<file path="src/rtl/hood_timer_pkg.sv">
// Shared definitions for the range-hood timer blocks: the mode codes driven by
// the top-level FSM, the display separator digit, the countdown state encoding,
// and helpers that split seconds into mm:ss and two-digit values into BCD.
package hood_timer_pkg;

  localparam int unsigned MODE_W = 3;
  localparam int unsigned HOUR_W = 7;
  localparam int unsigned MIN_W  = 6;
  localparam int unsigned SEC_W  = 6;
  localparam int unsigned CDM_W  = 7;
  localparam int unsigned USES_W = 8;

  localparam logic [MODE_W-1:0] MODE_STANDBY   = 3'd0;
  localparam logic [MODE_W-1:0] MODE_GEAR1     = 3'd1;
  localparam logic [MODE_W-1:0] MODE_GEAR2     = 3'd2;
  localparam logic [MODE_W-1:0] MODE_HURRICANE = 3'd3;
  localparam logic [MODE_W-1:0] MODE_SELFCLEAN = 3'd4;

  localparam logic [3:0] SEP_DIGIT = 4'hF;

  typedef enum logic [2:0] {
    CD_IDLE   = 3'd0,
    CD_HURR   = 3'd1,
    CD_CLEAN  = 3'd2,
    CD_EXPIRE = 3'd3,
    CD_LOCKED = 3'd4
  } cd_state_e;

  // Countdown value as minutes and seconds
  typedef struct packed {
    logic [CDM_W-1:0] mm;
    logic [SEC_W-1:0] ss;
  } mmss_t;

  // Split a duration in seconds into mm:ss
  function automatic mmss_t sec_to_mmss(input int unsigned n);
    mmss_t r;
    r.mm = CDM_W'(n / 60);
    r.ss = SEC_W'(n % 60);
    return r;
  endfunction

  // Two BCD digits of a 0..99 value
  function automatic logic [7:0] to_bcd(input logic [6:0] v);
    return {4'(v / 7'd10), 4'(v % 7'd10)};
  endfunction

endpackage

</file>
<file path="src/rtl/mmss_down_counter.sv">
// mm:ss down counter shared by the hurricane and self-clean countdowns.
// Ports: load/load_val preset the count (priority over enable); enable
// decrements one second per edge and stops at 00:00; mm/ss/zero report it.
module mmss_down_counter
  import hood_timer_pkg::*;
(
  input  logic             clk_1hz,
  input  logic             rst,
  input  logic             load,
  input  mmss_t            load_val,
  input  logic             enable,
  output logic [CDM_W-1:0] mm,
  output logic [SEC_W-1:0] ss,
  output logic             zero
);

  logic [CDM_W-1:0] mm_q, mm_d;
  logic [SEC_W-1:0] ss_q, ss_d;
  logic             zero_c;

  assign zero_c = (mm_q == '0) && (ss_q == '0);

  // Load, or decrement with a borrow from minutes when seconds wrap
  always_comb begin
    mm_d = mm_q;
    ss_d = ss_q;
    if (load) begin
      mm_d = load_val.mm;
      ss_d = load_val.ss;
    end else if (enable && !zero_c) begin
      if (ss_q == '0) begin
        ss_d = SEC_W'(59);
        mm_d = mm_q - CDM_W'(1);
      end else begin
        ss_d = ss_q - SEC_W'(1);
      end
    end
  end

  always_ff @(posedge clk_1hz or negedge rst) begin
    if (!rst) begin
      mm_q <= '0;
      ss_q <= '0;
    end else begin
      mm_q <= mm_d;
      ss_q <= ss_d;
    end
  end

  assign mm   = mm_q;
  assign ss   = ss_q;
  assign zero = zero_c;

endmodule

</file>
<file path="src/rtl/hood_runtime_tracker.sv">
// Runtime and countdown engine for the range-hood controller (1 Hz clock).
// Inputs: power_on, mode_state (from the top-level FSM), hand_clean and
// menu_cancel (debounced levels). Outputs: accumulated run time cum_h/m/s,
// countdown cd_m/cd_s with countdown_active, a one-cycle return_req with the
// fallback mode return_state, hurricane availability/uses_left, the
// need_clean reminder and a BCD display word (hh F mm F ss).
module hood_runtime_tracker
  import hood_timer_pkg::*;
#(
  parameter int unsigned HURRICANE_SEC    = 60,
  parameter int unsigned SELF_CLEAN_SEC   = 180,
  parameter int unsigned HURRICANE_USES   = 1,
  parameter int unsigned CLEAN_THRESH_SEC = 36000,
  parameter int unsigned MAX_HOURS        = 99
) (
  input  logic              clk_1hz,
  input  logic              rst,
  input  logic              power_on,
  input  logic [MODE_W-1:0] mode_state,
  input  logic              hand_clean,
  input  logic              menu_cancel,
  output logic [HOUR_W-1:0] cum_h,
  output logic [MIN_W-1:0]  cum_m,
  output logic [SEC_W-1:0]  cum_s,
  output logic [CDM_W-1:0]  cd_m,
  output logic [SEC_W-1:0]  cd_s,
  output logic              countdown_active,
  output logic              return_req,
  output logic [MODE_W-1:0] return_state,
  output logic              hurricane_avail,
  output logic [USES_W-1:0] uses_left,
  output logic              need_clean,
  output logic [31:0]       display_data
);

  localparam bit    UNLIMITED  = (HURRICANE_USES == 0);
  localparam mmss_t HURR_LOAD  = sec_to_mmss(HURRICANE_SEC);
  localparam mmss_t CLEAN_LOAD = sec_to_mmss(SELF_CLEAN_SEC);

  cd_state_e         state_q, state_d;
  logic [USES_W-1:0] uses_q, uses_d;
  logic              cancel_q, cancel_d;
  logic              return_req_q, return_req_d;
  logic [MODE_W-1:0] return_state_q, return_state_d;
  logic [HOUR_W-1:0] cum_h_q, cum_h_d;
  logic [MIN_W-1:0]  cum_m_q, cum_m_d;
  logic [SEC_W-1:0]  cum_s_q, cum_s_d;
  logic              need_clean_q, need_clean_d;

  logic              cd_load, cd_enable, cd_zero, sc_clear;
  mmss_t             cd_load_val;
  logic [CDM_W-1:0]  cd_mm;
  logic [SEC_W-1:0]  cd_ss;
  logic              hurr_avail_c, active_c;

  assign hurr_avail_c = (state_q == CD_IDLE) && (UNLIMITED || (uses_q != '0));
  assign active_c     = (state_q == CD_HURR) || (state_q == CD_CLEAN);

  mmss_down_counter u_cd (
    .clk_1hz  (clk_1hz),
    .rst      (rst),
    .load     (cd_load),
    .load_val (cd_load_val),
    .enable   (cd_enable),
    .mm       (cd_mm),
    .ss       (cd_ss),
    .zero     (cd_zero)
  );

  // Countdown FSM: start, run, abort (load 0), expire and lock-out
  always_comb begin
    state_d        = state_q;
    uses_d         = uses_q;
    cancel_d       = cancel_q;
    return_req_d   = 1'b0;
    return_state_d = return_state_q;
    cd_load        = 1'b0;
    cd_load_val    = '0;
    cd_enable      = 1'b0;
    sc_clear       = 1'b0;
    case (state_q)
      CD_IDLE: begin
        if ((mode_state == MODE_HURRICANE) && hurr_avail_c) begin
          cd_load     = 1'b1;
          cd_load_val = HURR_LOAD;
          cancel_d    = 1'b0;
          state_d     = CD_HURR;
          if (!UNLIMITED) uses_d = uses_q - USES_W'(1);
        end else if (mode_state == MODE_SELFCLEAN) begin
          cd_load     = 1'b1;
          cd_load_val = CLEAN_LOAD;
          state_d     = CD_CLEAN;
        end
      end
      CD_LOCKED: begin
        if (mode_state == MODE_SELFCLEAN) begin
          cd_load     = 1'b1;
          cd_load_val = CLEAN_LOAD;
          state_d     = CD_CLEAN;
        end
      end
      CD_HURR: begin
        if (mode_state != MODE_HURRICANE) begin
          cd_load = 1'b1;
          state_d = CD_IDLE;
        end else begin
          if (menu_cancel) cancel_d = 1'b1;
          if (cd_zero) begin
            state_d        = CD_EXPIRE;
            return_req_d   = 1'b1;
            return_state_d = cancel_q ? MODE_STANDBY : MODE_GEAR2;
          end else begin
            cd_enable = 1'b1;
          end
        end
      end
      CD_CLEAN: begin
        if (mode_state != MODE_SELFCLEAN) begin
          cd_load = 1'b1;
          state_d = CD_IDLE;
        end else if (cd_zero) begin
          state_d        = CD_EXPIRE;
          return_req_d   = 1'b1;
          return_state_d = MODE_STANDBY;
          sc_clear       = 1'b1;
        end else begin
          cd_enable = 1'b1;
        end
      end
      CD_EXPIRE: begin
        // Return to idle only after mode 3 is released, so a held request cannot retrigger
        if (!UNLIMITED && (uses_q == '0)) state_d = CD_LOCKED;
        else if (mode_state != MODE_HURRICANE) state_d = CD_IDLE;
      end
      default: state_d = CD_IDLE;
    endcase
  end

  // Run-time accumulator with clear priority and saturation at MAX_HOURS:59:59
  always_comb begin
    logic run, at_max;
    cum_h_d = cum_h_q;
    cum_m_d = cum_m_q;
    cum_s_d = cum_s_q;
    run     = power_on && ((mode_state == MODE_GEAR1) || (mode_state == MODE_GEAR2) ||
                           (mode_state == MODE_HURRICANE));
    at_max  = (cum_h_q == HOUR_W'(MAX_HOURS)) && (cum_m_q == MIN_W'(59)) &&
              (cum_s_q == SEC_W'(59));
    if (hand_clean || sc_clear) begin
      cum_h_d = '0;
      cum_m_d = '0;
      cum_s_d = '0;
    end else if (run && !at_max) begin
      if (cum_s_q == SEC_W'(59)) begin
        cum_s_d = '0;
        if (cum_m_q == MIN_W'(59)) begin
          cum_m_d = '0;
          cum_h_d = cum_h_q + HOUR_W'(1);
        end else begin
          cum_m_d = cum_m_q + MIN_W'(1);
        end
      end else begin
        cum_s_d = cum_s_q + SEC_W'(1);
      end
    end
  end

  // Reminder follows the counters one edge late
  always_comb begin
    logic [31:0] total;
    total        = 32'(cum_h_q) * 32'd3600 + 32'(cum_m_q) * 32'd60 + 32'(cum_s_q);
    need_clean_d = power_on && (total >= 32'(CLEAN_THRESH_SEC));
  end

  always_ff @(posedge clk_1hz or negedge rst) begin
    if (!rst) begin
      state_q        <= CD_IDLE;
      uses_q         <= UNLIMITED ? '0 : USES_W'(HURRICANE_USES);
      cancel_q       <= 1'b0;
      return_req_q   <= 1'b0;
      return_state_q <= MODE_STANDBY;
      cum_h_q        <= '0;
      cum_m_q        <= '0;
      cum_s_q        <= '0;
      need_clean_q   <= 1'b0;
    end else begin
      state_q        <= state_d;
      uses_q         <= uses_d;
      cancel_q       <= cancel_d;
      return_req_q   <= return_req_d;
      return_state_q <= return_state_d;
      cum_h_q        <= cum_h_d;
      cum_m_q        <= cum_m_d;
      cum_s_q        <= cum_s_d;
      need_clean_q   <= need_clean_d;
    end
  end

  // Display shows the countdown while running, otherwise the accumulator
  always_comb begin
    logic [6:0] dh, dm, ds;
    if (active_c) begin
      dh = '0;
      dm = cd_mm;
      ds = 7'(cd_ss);
    end else begin
      dh = cum_h_q;
      dm = 7'(cum_m_q);
      ds = 7'(cum_s_q);
    end
    display_data = {to_bcd(dh), SEP_DIGIT, to_bcd(dm), SEP_DIGIT, to_bcd(ds)};
  end

  assign cum_h            = cum_h_q;
  assign cum_m            = cum_m_q;
  assign cum_s            = cum_s_q;
  assign cd_m             = cd_mm;
  assign cd_s             = cd_ss;
  assign countdown_active = active_c;
  assign return_req       = return_req_q;
  assign return_state     = return_state_q;
  assign hurricane_avail  = hurr_avail_c;
  assign uses_left        = uses_q;
  assign need_clean       = need_clean_q;

endmodule

</file>
<file path="config.mk">
export PLATFORM = sky130hd
export DESIGN_NAME = hood_runtime_tracker
export DESIGN_NICKNAME = d
export VERILOG_FILES = /design/src/rtl/hood_timer_pkg.sv /design/src/rtl/mmss_down_counter.sv /design/src/rtl/hood_runtime_tracker.sv
export SDC_FILE = /design/constraint.sdc
export NUM_CORES = 1
export LEC_CHECK = 0
export CAP_MARGIN = 20
export CORE_UTILIZATION = 45
export CTS_CLUSTER_DIAMETER = 80
export DETAILED_ROUTE_END_ITERATION = 12
export PLACE_DENSITY = 0.67
export SLEW_MARGIN = 5
export SYNTH_ARGS = -nofsm -noshare
export SYNTH_HDL_FRONTEND = slang
export SYNTH_HIERARCHICAL = 1
export SYNTH_SLANG_ARGS = --single-unit
</file>
<file path="constraint.sdc">
create_clock -name clk_1hz -period 10.73 [get_ports clk_1hz]
set_input_delay 1.073 -clock clk_1hz [delete_from_list [all_inputs] [get_ports clk_1hz]]
set_output_delay 1.073 -clock clk_1hz [all_outputs]
set_load 0.03 [all_outputs]
</file>
======== After elaboration in Yosys (flattened, before gate mapping) ========
Cells that the tools add are included.
W data, S select, Z words.
word-level totals
  logic and storage cells ................. 136
  register bits after elaboration ......... 49
  input bits .............................. 8
  output and inout port bits .............. 79
operators by class
  $lt $le $gt $ge ......................... 1
  $mul .................................... 2
  $add $sub $neg .......................... 8
  eq/ne operators ......................... 20
  multiplexer cells ....................... 55
  divide/modulo/power cells ............... 6
  reductions and logical operators ........ 33
operator list
  kind                    number
  $mux W6                 11
  $mux W7                 9
  $mux W3                 11
  $add A20 B6 Y21         1
  $div A7 B4 Y7 const B   3
  $ge A21 B16 Y1 const B  1
  $mod A7 B4 Y7 const B   3
  $add A19 B12 Y20        1
  $mux W8                 2
  $pmux W8 S2             1
  $mul A7 B8 Y15 const B  1
  $pmux W3 S5             1
  $mux W1                 14
  $reduce_bool A2 Y1      7
  $add A6 B1 Y6 const B   2
  $eq A3 B2 Y1 const B    4
  $eq A6 B6 Y1 const B    2
  $mul A6 B4 Y10 const B  1
  $logic_and A1 B1 Y1     9
  $logic_not A8 Y1        1
  $reduce_bool A8 Y1      1
  $sub A8 B1 Y8 const B   1
  $add A7 B1 Y7 const B   1
  $eq A7 B7 Y1 const B    1
  21 further kinds        36

======== Logic depth before layout (Yosys ltp) ========
  depth in word-level cells ............... 8
  gate-level depth with buffers ........... 22

======== Hierarchy ========
Netlist, hierarchy kept.
by module, submodules not included
  module                times used  cells each  seq. area each (sq um)  area each (sq um)
  hood_runtime_tracker  1           689         852.1                   5516.5
  mmss_down_counter     1           95          325.3                   945.9

======== Least setup slack after synthesis ========
No wires, ideal clock.
  kind .................................... register -> output
  from .................................... reg state_q[1]
  to ...................................... out display_data[28]
  cell stages (with the launch flop) ...... 22
  arrival time ............................ 5.105 ns
  setup slack ............................. 4.552 ns
  buffers on the path ..................... 3
  cell sequence ........................... dfrtp_1 -> buf_2 -> xor2_2 -> nand2_2 -> inv_2 -> buf_4 -> clkbuf_1 -> nor2_1 -> ha_1 -> o21ai_1 -> xnor2_1 -> nand2_1 -> ha_1 -> o31ai_1 -> a21o_1 -> inv_2 -> a21oi_1 -> o21ai_1 -> xor2_1 -> ha_1 -> a21boi_0 -> o21ai_0
between the ends
  longest elaborated chain between the ends .. 4
  elaborated cells on any way between the ends .. 5
  classes of those cells .................. div: 1; eq/ne: 2; mux: 1; reduce/logical: 1
ends and longest elaborated chain
  item                                                 RTL line                     RTL
  start, declared                                      hood_runtime_tracker.sv:40   cd_state_e state_q, state_d;
  start signal, assigned                               hood_runtime_tracker.sv:187  state_q <= state_d;
  $eq A3 B1 Y1 / $eq A3 B2 Y1 (equally long branches)  hood_runtime_tracker.sv:57   assign active_c = (state_q == CD_HURR) || (state_q == CD_CLEAN);
  $logic_or A1 B1 Y1 *                                 hood_runtime_tracker.sv:57
  net countdown_active                                 hood_runtime_tracker.sv:27   output logic countdown_active,
  $mux W7 *                                            hood_runtime_tracker.sv:202  if (active_c) begin
  $div A7 B4 Y7 *                                      hood_timer_pkg.sv:45         return {4'(v / 7'd10), 4'(v % 7'd10)};
  end, declared                                        hood_runtime_tracker.sv:33   output logic [31:0] display_data
The timed path passes the listed nets; every way through them passes the cells marked *.

======== Worst setup path after layout ========
  from .................................... reg state_q[0]
  to ...................................... out display_data[2]
between the ends
  longest elaborated chain between the ends .. 4
  elaborated cells on any way between the ends .. 5
  classes of those cells .................. div: 1; eq/ne: 2; mux: 1; reduce/logical: 1
ends and longest elaborated chain
  item                                                 RTL line
  $eq A3 B1 Y1 / $eq A3 B2 Y1 (equally long branches)  hood_runtime_tracker.sv:57
  $logic_or A1 B1 Y1 *                                 hood_runtime_tracker.sv:57
  $mux W6 *                                            hood_runtime_tracker.sv:202
  $mod A7 B4 Y7 *                                      hood_timer_pkg.sv:45
Mark *: on every way between the ends. The rest lies on a longest branch, timed or not.

==> results.json <==
{
  "dr.pass1.iters": 6,
  "drtAntennaViolNets": 0,
  "grt_max_degree": 48,
  "rsz0062_at_grt": "no",
  "worst_hold_slack_ns": 0.5014,
  "area_growth_pct": 16.48,
  "synthArstFlopShare_pct": 100.0,
  "portBuffers": 75,
  "finalMaxSlewViolations": 0,
  "clock_skew_ns": 0.008440,
  "crit_fanout": 29,
  "routed_via_density": 5.577,
  "reg2reg_to": "need_clean",
  "netlist_instances": 784,
  "synth.area.top_cells": "dfrtp_1 18%, ha_1 17%, fa_1 5.3%, a21oi_1 4.4%, inv_1 4.1%",
  "fin_nets": 975,
  "first_iter_violations": 276,
  "fin_setup_tns_ns": 0,
  "dieArea_um2": 14840,
  "drv_cap": 0,
  "hold_path_depth": 1,
  "cellPowerDensity_nw_per_um2": 145.1,
  "yosysSeqAreaShare_pct": 18.22,
  "critPathSlowestCell": "clkdlybuf4s50_1",
  "reg2reg_depth": 19,
  "r2r_slack_ns": 5.57,
  "antenna_cells": 0,
  "cts_resized": 0,
  "drive_above_1_share_pct": 6.620,
  "yosys_warnings": 6,
  "post-route-period-util_pct": 72.89,
  "min_to": "uses_left[6]",
  "hp-class": "reg -> reg",
  "dp_hpwl_um": 12030,
  "critPathBufInv": 3,
  "clockRootBuffer": "clkbuf_16",
  "cpPeakStageDelay_ns": 0.68,
  "slew_headroom_pct": 39.43,
  "critPathCaptureType": "output pin",
  "synth_cell_type_count": 91,
  "crit_cells": 21,
  "grt_overflow": 0,
  "cts_max_level": 2,
  "synthTopCellsByCount": "90 x ha_1, 71 x inv_1, 61 x nand2_1, 59 x nor2_1, 57 x a21oi_1",
  "tightest_slew_ns": 0.9065,
  "synth_edf_count": 0,
  "grt_pass1_vias": 5310,
  "routed_wl_um": 15670,
  "ioPinCount": 87,
  "clk_path_buf_depth": 2,
  "p_leak_nw": 3.518,
  "period_minus_slack_ns": 7.821,
  "critPathArrivalTime_ns": 6.75,
  "core_um2": 13930,
  "critical-path-top-delay-family": "compound AO/OA/AOI/OAI gates",
  "syn_avg_cell_area_um2": 8.243,
  "worstReg2RegStart": "cum_m[3]",
  "globalplace.congestion": 0.8842,
  "fmax_ghz": 0.1279,
  "vias": 5806,
  "worst_path_most_repeated_cell": "ha_1",
  "finalHoldViolCount": 0,
  "synth_top_area_share_pct": 17.81,
  "die_w_um": 121.8,
  "cp-start-kind": "flop",
  "path_class": "reg -> out",
  "synth_area_um2": 6462,
  "yosysMostFrequentCell": "ha_1",
  "worstSkewPairLatency_ns": 0.30,
  "antenna_found_initial": 0,
  "wl_per_cell_um": 15.05,
  "cts_buffers": 5,
  "synth-seq-cells": 47,
  "synthFlopType": "dfrtp_1",
  "row_count": 43,
  "drcViolationCount": 0,
  "post_cts_buffers": 0,
  "vdd_ir_drop_max_uv": 122.6,
  "yosysTopAreaCell": "dfrtp_1",
  "clk_pin_slew_ns": 0.07,
  "start_util_pct": 46.38,
  "worst_ep_required_time_ns": 9.66,
  "groute.usage.overall_pct": 21.98,
  "cts_tree": "done",
  "numClockSinks": 47,
  "setup_violations": 0,
  "cts_hold_buf": 0,
  "die_h_um": 121.8,
  "status": "finished clean",
  "path_cells": "xor2_2 -> nand2_2 -> inv_2 -> mux2_4 -> ha_1 -> or2_2 -> a21oi_1 -> nor3_1 -> a31oi_1 -> ha_1 -> nand3_1 -> a211o_4 -> xnor2_1 -> ha_1 -> inv_1 -> a31o_2 -> a211oi_1 -> a21oi_1 -> a21oi_2 -> mux2i_1 -> clkdlybuf4s50_1",
  "hp-start": "uses_left[6]",
  "grt_pass1_wl_um": 26160
}
==> logic make-up after synthesis <==
group                    synth area share, %
buffers and inverters                  7.202
multiplexers                           2.672
flip-flops                             18.22
XOR/XNOR                               5.673
other                                 0.1162
AO/OA/AOI/OAI                          23.39
AND/OR/NAND/NOR                        19.73
adder cells (fa/ha/maj)                23.00
==> area by class of cell <==
cell class | instances | area (um^2)
fill | 1310 | 6407
multi-input combinational | 654 | 4901
sequential | 47 | 1177
timing repair buffer | 77 | 764.5
inverter | 75 | 281.5
tap | 180 | 225.2
clock buffer | 6 | 138.9
clock inverter | 2 | 38.79
==> layer usage <==
| layer | share of wire (%) | wire length, um | GRT usage, % | vias up |
|---|---|---|---|---|
| li1 | - | - | - | 2933 |
| met1 | 52 | 8131 | 33.17 | 2706 |
| met2 | 42 | 6625 | 32.66 | 153 |
| met3 | 5.0 | 780 | 3.371 | 14 |
| met4 | 0.82 | 129 | 4.707 | 0 |
| met5 | 0 | 0 | 0 | - |
==> report_power, final <==
| part | internal [mW] | total [mW] | switching (mW) |
|---|---|---|---|
| Sequential | 0.211 | 0.290 | 0.0795 |
| Combinational | 0.256 | 0.609 | 0.353 |
| Clock | 0.117 | 0.193 | 0.0753 |
==> metrics by stage <==
step / power, mW / utilization, % / setup slack [ns] / area [um^2] / cells
finish: 1.092 / 54.02 / 2.909 / 7527 / 1041
global route: 1.174 / 54.02 / 2.418 / 7527 / 1041
CTS: 1.096 / 53.94 / 2.971 / 7516 / 1040
detailed placement: 0.8979 / 52.66 / 3.297 / 7338 / 1032
global placement: 0.9003 / 52.66 / 3.391 / 7338 / 1032
floorplan: 0.7077 / - / 4.552 / 6538 / 804
==> how the worst max path moves through the flow <==
| stage | end | slack [ns] | from |
|---|---|---|---|
| after global placement | display_data[2] | 3.39 | state_q[0] |
| after global routing | display_data[2] | 2.42 | state_q[0] |
| final | display_data[2] | 2.91 | state_q[0] |
| after detailed placement | display_data[2] | 3.30 | state_q[0] |
| after CTS | display_data[2] | 2.97 | state_q[0] |
| after floorplan | display_data[28] | 4.55 | state_q[1] |
==> sequential cells by signal, summed over array words and instances, names as in the netlist <==
signal        flops
cancel_q          1
cum_h             7
cum_m             6
cum_s             6
need_clean        1
return_req        1
return_state      1
state_q           3
u_cd/mm           7
u_cd/ss           6
uses_left         8
==> layout by cell type (no fill, tap or decap), drive strengths merged, types with 5 or more instances in the layout <==
cell type and count:
ha 90, inv 75, clkdlybuf4s50 74, nand2 63, nor2 60, a21oi 59
o21ai 47, dfrtp 46, xnor2 28, nand3 26, conb 22, nor3 21
fa 17, xor2 13, a31oi 12, and2 10, mux2i 9, nand2b 9
or3 9, a21o 9, a211oi 9, o31ai 8, o21bai 8, mux2 7
nor4 7, or2 7, o21a 6, nand4 6, nor2b 6, a211o 6
nor4b 6, o311ai 6, clkbuf 6, o211ai 5, o22ai 5, and3 5
(Power assumes the default switching activity.)
